--- src/rtl/hand_shake_rx.sv ---
// Receiver end of the four-phase ready/ack CDC link, with a valid/ready downstream port.
// Build option HSK_RX_SKID_EN: 2-entry output FIFO instead of a single output register.
//
// state    | meaning
// IDLE     | ack low, waiting for synchronised ready with buffer space
// ACK_HIGH | word captured, ack held high until synchronised ready drops
module hand_shake_rx #(
  parameter int DATA_WIDTH = 32,
  parameter int CNT_WIDTH  = 16
) (
  input  logic                  iRxClk,
  input  logic                  iRstnRx,
  input  logic                  iTxRdy,
  input  logic [DATA_WIDTH-1:0] iTxData,
  input  logic                  iDataReady,
  output logic                  oRxAck,
  output logic                  oDataValid,
  output logic [DATA_WIDTH-1:0] oData,
  output logic [CNT_WIDTH-1:0]  oWordCnt
);

  typedef enum logic {
    ST_IDLE     = 1'b0,
    ST_ACK_HIGH = 1'b1
  } state_t;

  state_t               state_q, state_d;
  logic                 rdy_meta_q, rdy_sync_q;
  logic                 ack_q, ack_d;
  logic [CNT_WIDTH-1:0] cnt_q, cnt_d;
  logic                 has_space;
  logic                 capture;
  logic                 drain;

  // Only the ready level crosses domains; data is sampled once ready is seen synchronised.
  always_ff @(posedge iRxClk or negedge iRstnRx) begin
    if (!iRstnRx) begin
      rdy_meta_q <= 1'b0;
      rdy_sync_q <= 1'b0;
    end else begin
      rdy_meta_q <= iTxRdy;
      rdy_sync_q <= rdy_meta_q;
    end
  end

  always_ff @(posedge iRxClk or negedge iRstnRx) begin
    if (!iRstnRx) begin
      state_q <= ST_IDLE;
      ack_q   <= 1'b0;
      cnt_q   <= '0;
    end else begin
      state_q <= state_d;
      ack_q   <= ack_d;
      cnt_q   <= cnt_d;
    end
  end

  always_comb begin
    state_d = state_q;
    case (state_q)
      ST_IDLE:     if (rdy_sync_q && has_space) state_d = ST_ACK_HIGH;
      ST_ACK_HIGH: if (!rdy_sync_q) state_d = ST_IDLE;
      default:     state_d = ST_IDLE;
    endcase
  end

  always_comb begin
    capture = (state_q == ST_IDLE) && rdy_sync_q && has_space;
    ack_d   = (state_d == ST_ACK_HIGH);
    cnt_d   = cnt_q + {{(CNT_WIDTH-1){1'b0}}, capture};
  end

  assign drain = oDataValid && iDataReady;

`ifdef HSK_RX_SKID_EN
  logic [DATA_WIDTH-1:0] mem_q [2];
  logic [DATA_WIDTH-1:0] mem_d [2];
  logic                  wr_ptr_q, wr_ptr_d;
  logic                  rd_ptr_q, rd_ptr_d;
  logic [1:0]            count_q, count_d;

  // Space is judged on the pre-drain occupancy, so a full FIFO never takes a word and pops in one cycle.
  assign has_space = (count_q != 2'd2);

  always_comb begin
    mem_d    = mem_q;
    wr_ptr_d = wr_ptr_q;
    rd_ptr_d = rd_ptr_q;
    count_d  = count_q;
    if (capture) begin
      mem_d[wr_ptr_q] = iTxData;
      wr_ptr_d        = ~wr_ptr_q;
    end
    if (drain) rd_ptr_d = ~rd_ptr_q;
    case ({capture, drain})
      2'b10:   count_d = count_q + 2'd1;
      2'b01:   count_d = count_q - 2'd1;
      default: count_d = count_q;
    endcase
  end

  always_ff @(posedge iRxClk or negedge iRstnRx) begin
    if (!iRstnRx) begin
      mem_q[0] <= '0;
      mem_q[1] <= '0;
      wr_ptr_q <= 1'b0;
      rd_ptr_q <= 1'b0;
      count_q  <= 2'd0;
    end else begin
      mem_q[0] <= mem_d[0];
      mem_q[1] <= mem_d[1];
      wr_ptr_q <= wr_ptr_d;
      rd_ptr_q <= rd_ptr_d;
      count_q  <= count_d;
    end
  end

  assign oDataValid = (count_q != 2'd0);
  assign oData      = mem_q[rd_ptr_q];
`else
  logic [DATA_WIDTH-1:0] data_q, data_d;
  logic                  valid_q, valid_d;

  assign has_space = !valid_q;

  always_comb begin
    data_d  = data_q;
    valid_d = valid_q;
    if (capture) begin
      data_d  = iTxData;
      valid_d = 1'b1;
    end else if (drain) begin
      valid_d = 1'b0;
    end
  end

  always_ff @(posedge iRxClk or negedge iRstnRx) begin
    if (!iRstnRx) begin
      data_q  <= '0;
      valid_q <= 1'b0;
    end else begin
      data_q  <= data_d;
      valid_q <= valid_d;
    end
  end

  assign oDataValid = valid_q;
  assign oData      = data_q;
`endif

  assign oRxAck   = ack_q;
  assign oWordCnt = cnt_q;

endmodule
--- config.mk ---
export PLATFORM = sky130hd
export DESIGN_NAME = hand_shake_rx
export DESIGN_NICKNAME = d
export VERILOG_FILES = /design/src/rtl/hand_shake_rx.sv
export SDC_FILE = /design/constraint.sdc
export NUM_CORES = 1
export LEC_CHECK = 0
export BUFFER_PORTS_ARGS = -buffer_cell sky130_fd_sc_hd__buf_2
export CAP_MARGIN = 10
export CORE_ASPECT_RATIO = 1.5
export CORE_MARGIN = 5
export CORE_UTILIZATION = 50
export CTS_CLUSTER_SIZE = 8
export DETAILED_ROUTE_END_ITERATION = 7
export MAX_ROUTING_LAYER = met4
export PLACE_DENSITY = 0.91
export SYNTH_ARGS = -nofsm -noshare
export SYNTH_HDL_FRONTEND = slang
export SYNTH_SLANG_ARGS = --single-unit
--- constraint.sdc ---
create_clock -name iRxClk -period 5.62 [get_ports iRxClk]
set_clock_uncertainty 0.15 [all_clocks]
set_input_delay 0.562 -clock iRxClk [delete_from_list [all_inputs] [get_ports iRxClk]]
set_output_delay 0.562 -clock iRxClk [all_outputs]
set_load 0.05 [all_outputs]
==> flow_summary.toml <==
[synth]
yosysSeqAreaShare = 0.636
syn_inst = 136
netlist_top_cells_area = "dfrtp_1 64%, mux2_2 17%, xor2_1 4.3%"
yosys_register_bits = 52
synth_top_area_frac = 0.636
syn_area_sq_um = 2040
yosysWarnings = 0
synth_fp_nets = 175
synth_top_area_cell = "dfrtp_1"
syn_avg_cell_area_sq_um = 15.0
yosysUniqueCellTypes = 18

[critical_path]
cp.arrival_ns = 2.14
crit_type = "reg -> reg"
end_kind = "flip-flop"
r2r_slack_ns = 3.56
crit_required_ns = 5.70
crit_path_start_kind = "flip-flop"
path_max_fanout = 34

[floorplanning]
rows = 28
die_width_um = 62.2
core_area_sq_um = 3960
dieHeight_um = 88.3
start_util = 0.516
io_pins = 86
die_area_sq_um = 5490

[power]
leakage_nw = 1.35
power_density_nw_per_um2 = 505
irDropWorstVdd_v = 0.000358

[drt]
wl_met2_mm = 2.33
ant_nets = 0
vias = 1399
routed_via_density = 5.12
drc = 0
top_layer = "met4"
wl_per_cell_um = 15.8
first_pass_iters = 2
wl_met1_mm = 1.60
drtIter0Drc = 19
route.met3.wl_um = 292
routed_wl_mm = 4.33

[timing]
max_freq_mhz = 486
worst_pin_slew_ns = 0.482
rsz0062_at_grt = "false"
slew_headroom = 0.679
finalSetupViolCount = 0
final_hold_viol_count = 0
period_share = 0.366
final_max_slew_viol_count = 0
timing.setup.tns_ns = 0
layout_min_cycle_time_ns = 2.06

[placement]
gp_congestion = 0.755
port_buffers = 85
dpl-instance-area_sq_um = 2500
place_hpwl_mm = 3.24
place_inst = 264

[grt]
grt_pass1_vias = 1481
grt_max_degree = 53
grt_overflow = 0
grt_usage = 0.170
grt_pass1_wl_mm = 7.05
antenna_found_initial = 0

[layout]
layout_commonest_cell = "buf_2"
fin_area_sq_um = 2630
layout.cells.non_filler = 273
antenna_cells = 0
area_growth_pct = 28.7
final_cell_mix = "85 x buf_2, 52 x dfrtp_1, 30 x mux2_2"
drive_above_1_share = 0.557
nets = 266

[clock_tree]
cts_tree = "built"
clock_latency_ns = 0.30
cts_resized = 0
clock-sinks = 52
clk_pin_slew_ns = 0.09
cts-buffers-inserted = 5
cts_hold_buf = 0
root_buffer = "clkbuf_8"
h-tree-depth = 2
postCtsSetupBuffers = 0
cts_buffer_depth = 2

[job]
max_cap_violations = 0

[run_status]
outcome = "finished clean"

[worst_hold_path]
hold_class = "in -> async"
[sequential cells by signal, summed over array words and instances (netlist names)]
register	cells
oData	32
oDataValid	1
oRxAck	1
oWordCnt	16
rdy_meta_q	1
rdy_sync_q	1
[cell type report]
type                            instances  area (sq um)
Fill cell                             322          1330
Multi-Input combinational cell         77           694
Clock buffer                            5          68.8
Inverter                                4          15.0
Tap cell                               45          56.3
Clock inverter                          3          42.5
Timing Repair Buffer                   87           453
Sequential cell                        52          1300
[critical path, cell delays in order (launching register included)]
cell     delay [ns]
dfrtp_1        0.42
nor3b_4        0.22
buf_4          0.41
ha_1           0.22
nand3_1        0.12
nor4_1         0.27
xnor2_1        0.16
[cells in the mapped netlist]
cell / count
a21boi_0: 1
buf_6: 3
inv_1: 4
mux2_1: 2
nor2_1: 3
nand2_1: 5
nor3b_4: 1
dfrtp_1: 52
ha_1: 3
nor4_1: 4
xor2_1: 10
xnor2_1: 4
a21o_1: 1
nand4_4: 1
nand3_1: 5
nor3_1: 4
mux2_2: 30
nand4_1: 3
[path summary, 6_finish.rpt]
kind | start | endpoint | cells after the start
min | iRstnRx | oData[26] | 1
min reg2reg | rdy_meta_q | rdy_sync_q | 0
min in group iRxClk | iTxRdy | rdy_meta_q | 1
max in group asynchronous | iRstnRx | oData[10] | 2
max reg2reg | oRxAck | oWordCnt[13] | 6
max | oRxAck | oWordCnt[13] | 6
[cell families after synthesis]
logic type / share of synthesized area
and+or+nand+nor: 0.0777
muxes: 0.176
DFF: 0.636
xor gates and xnor gates: 0.0600
AOI/OAI and AO/OA: 0.00735
adders and majority gates: 0.0184
buffers and inverters: 0.0239
[stage by stage]
step	total power [W]	utilization	hold WS [ns]	setup WS [ns]
2_1_floorplan	0.000948	-	0.116	3.28
5_1_grt	0.00139	0.665	0.0628	3.47
3_5_place_dp	0.00109	0.631	0.211	3.56
3_3_place_gp	0.00108	0.631	0.185	3.64
6_report	0.00133	0.665	0.0531	3.56
4_1_cts	0.00134	0.660	0.200	3.54
[layer usage]
| layer | vias to the layer above | track usage |
|---|---|---|
| li1 | 654 | - |
| met1 | 672 | 0.179 |
| met2 | 58 | 0.294 |
| met3 | 15 | 0.0470 |
| met4 | 0 | 0.0789 |
| met5 | - | - |
[report_power, final]
part / switching, W / internal (W)
logic: 0.000409 / 0.000141
registers: 0.0000638 / 0.000464
clock network: 0.000121 / 0.000132
Note: power is estimated with default switching activity, not from simulation.
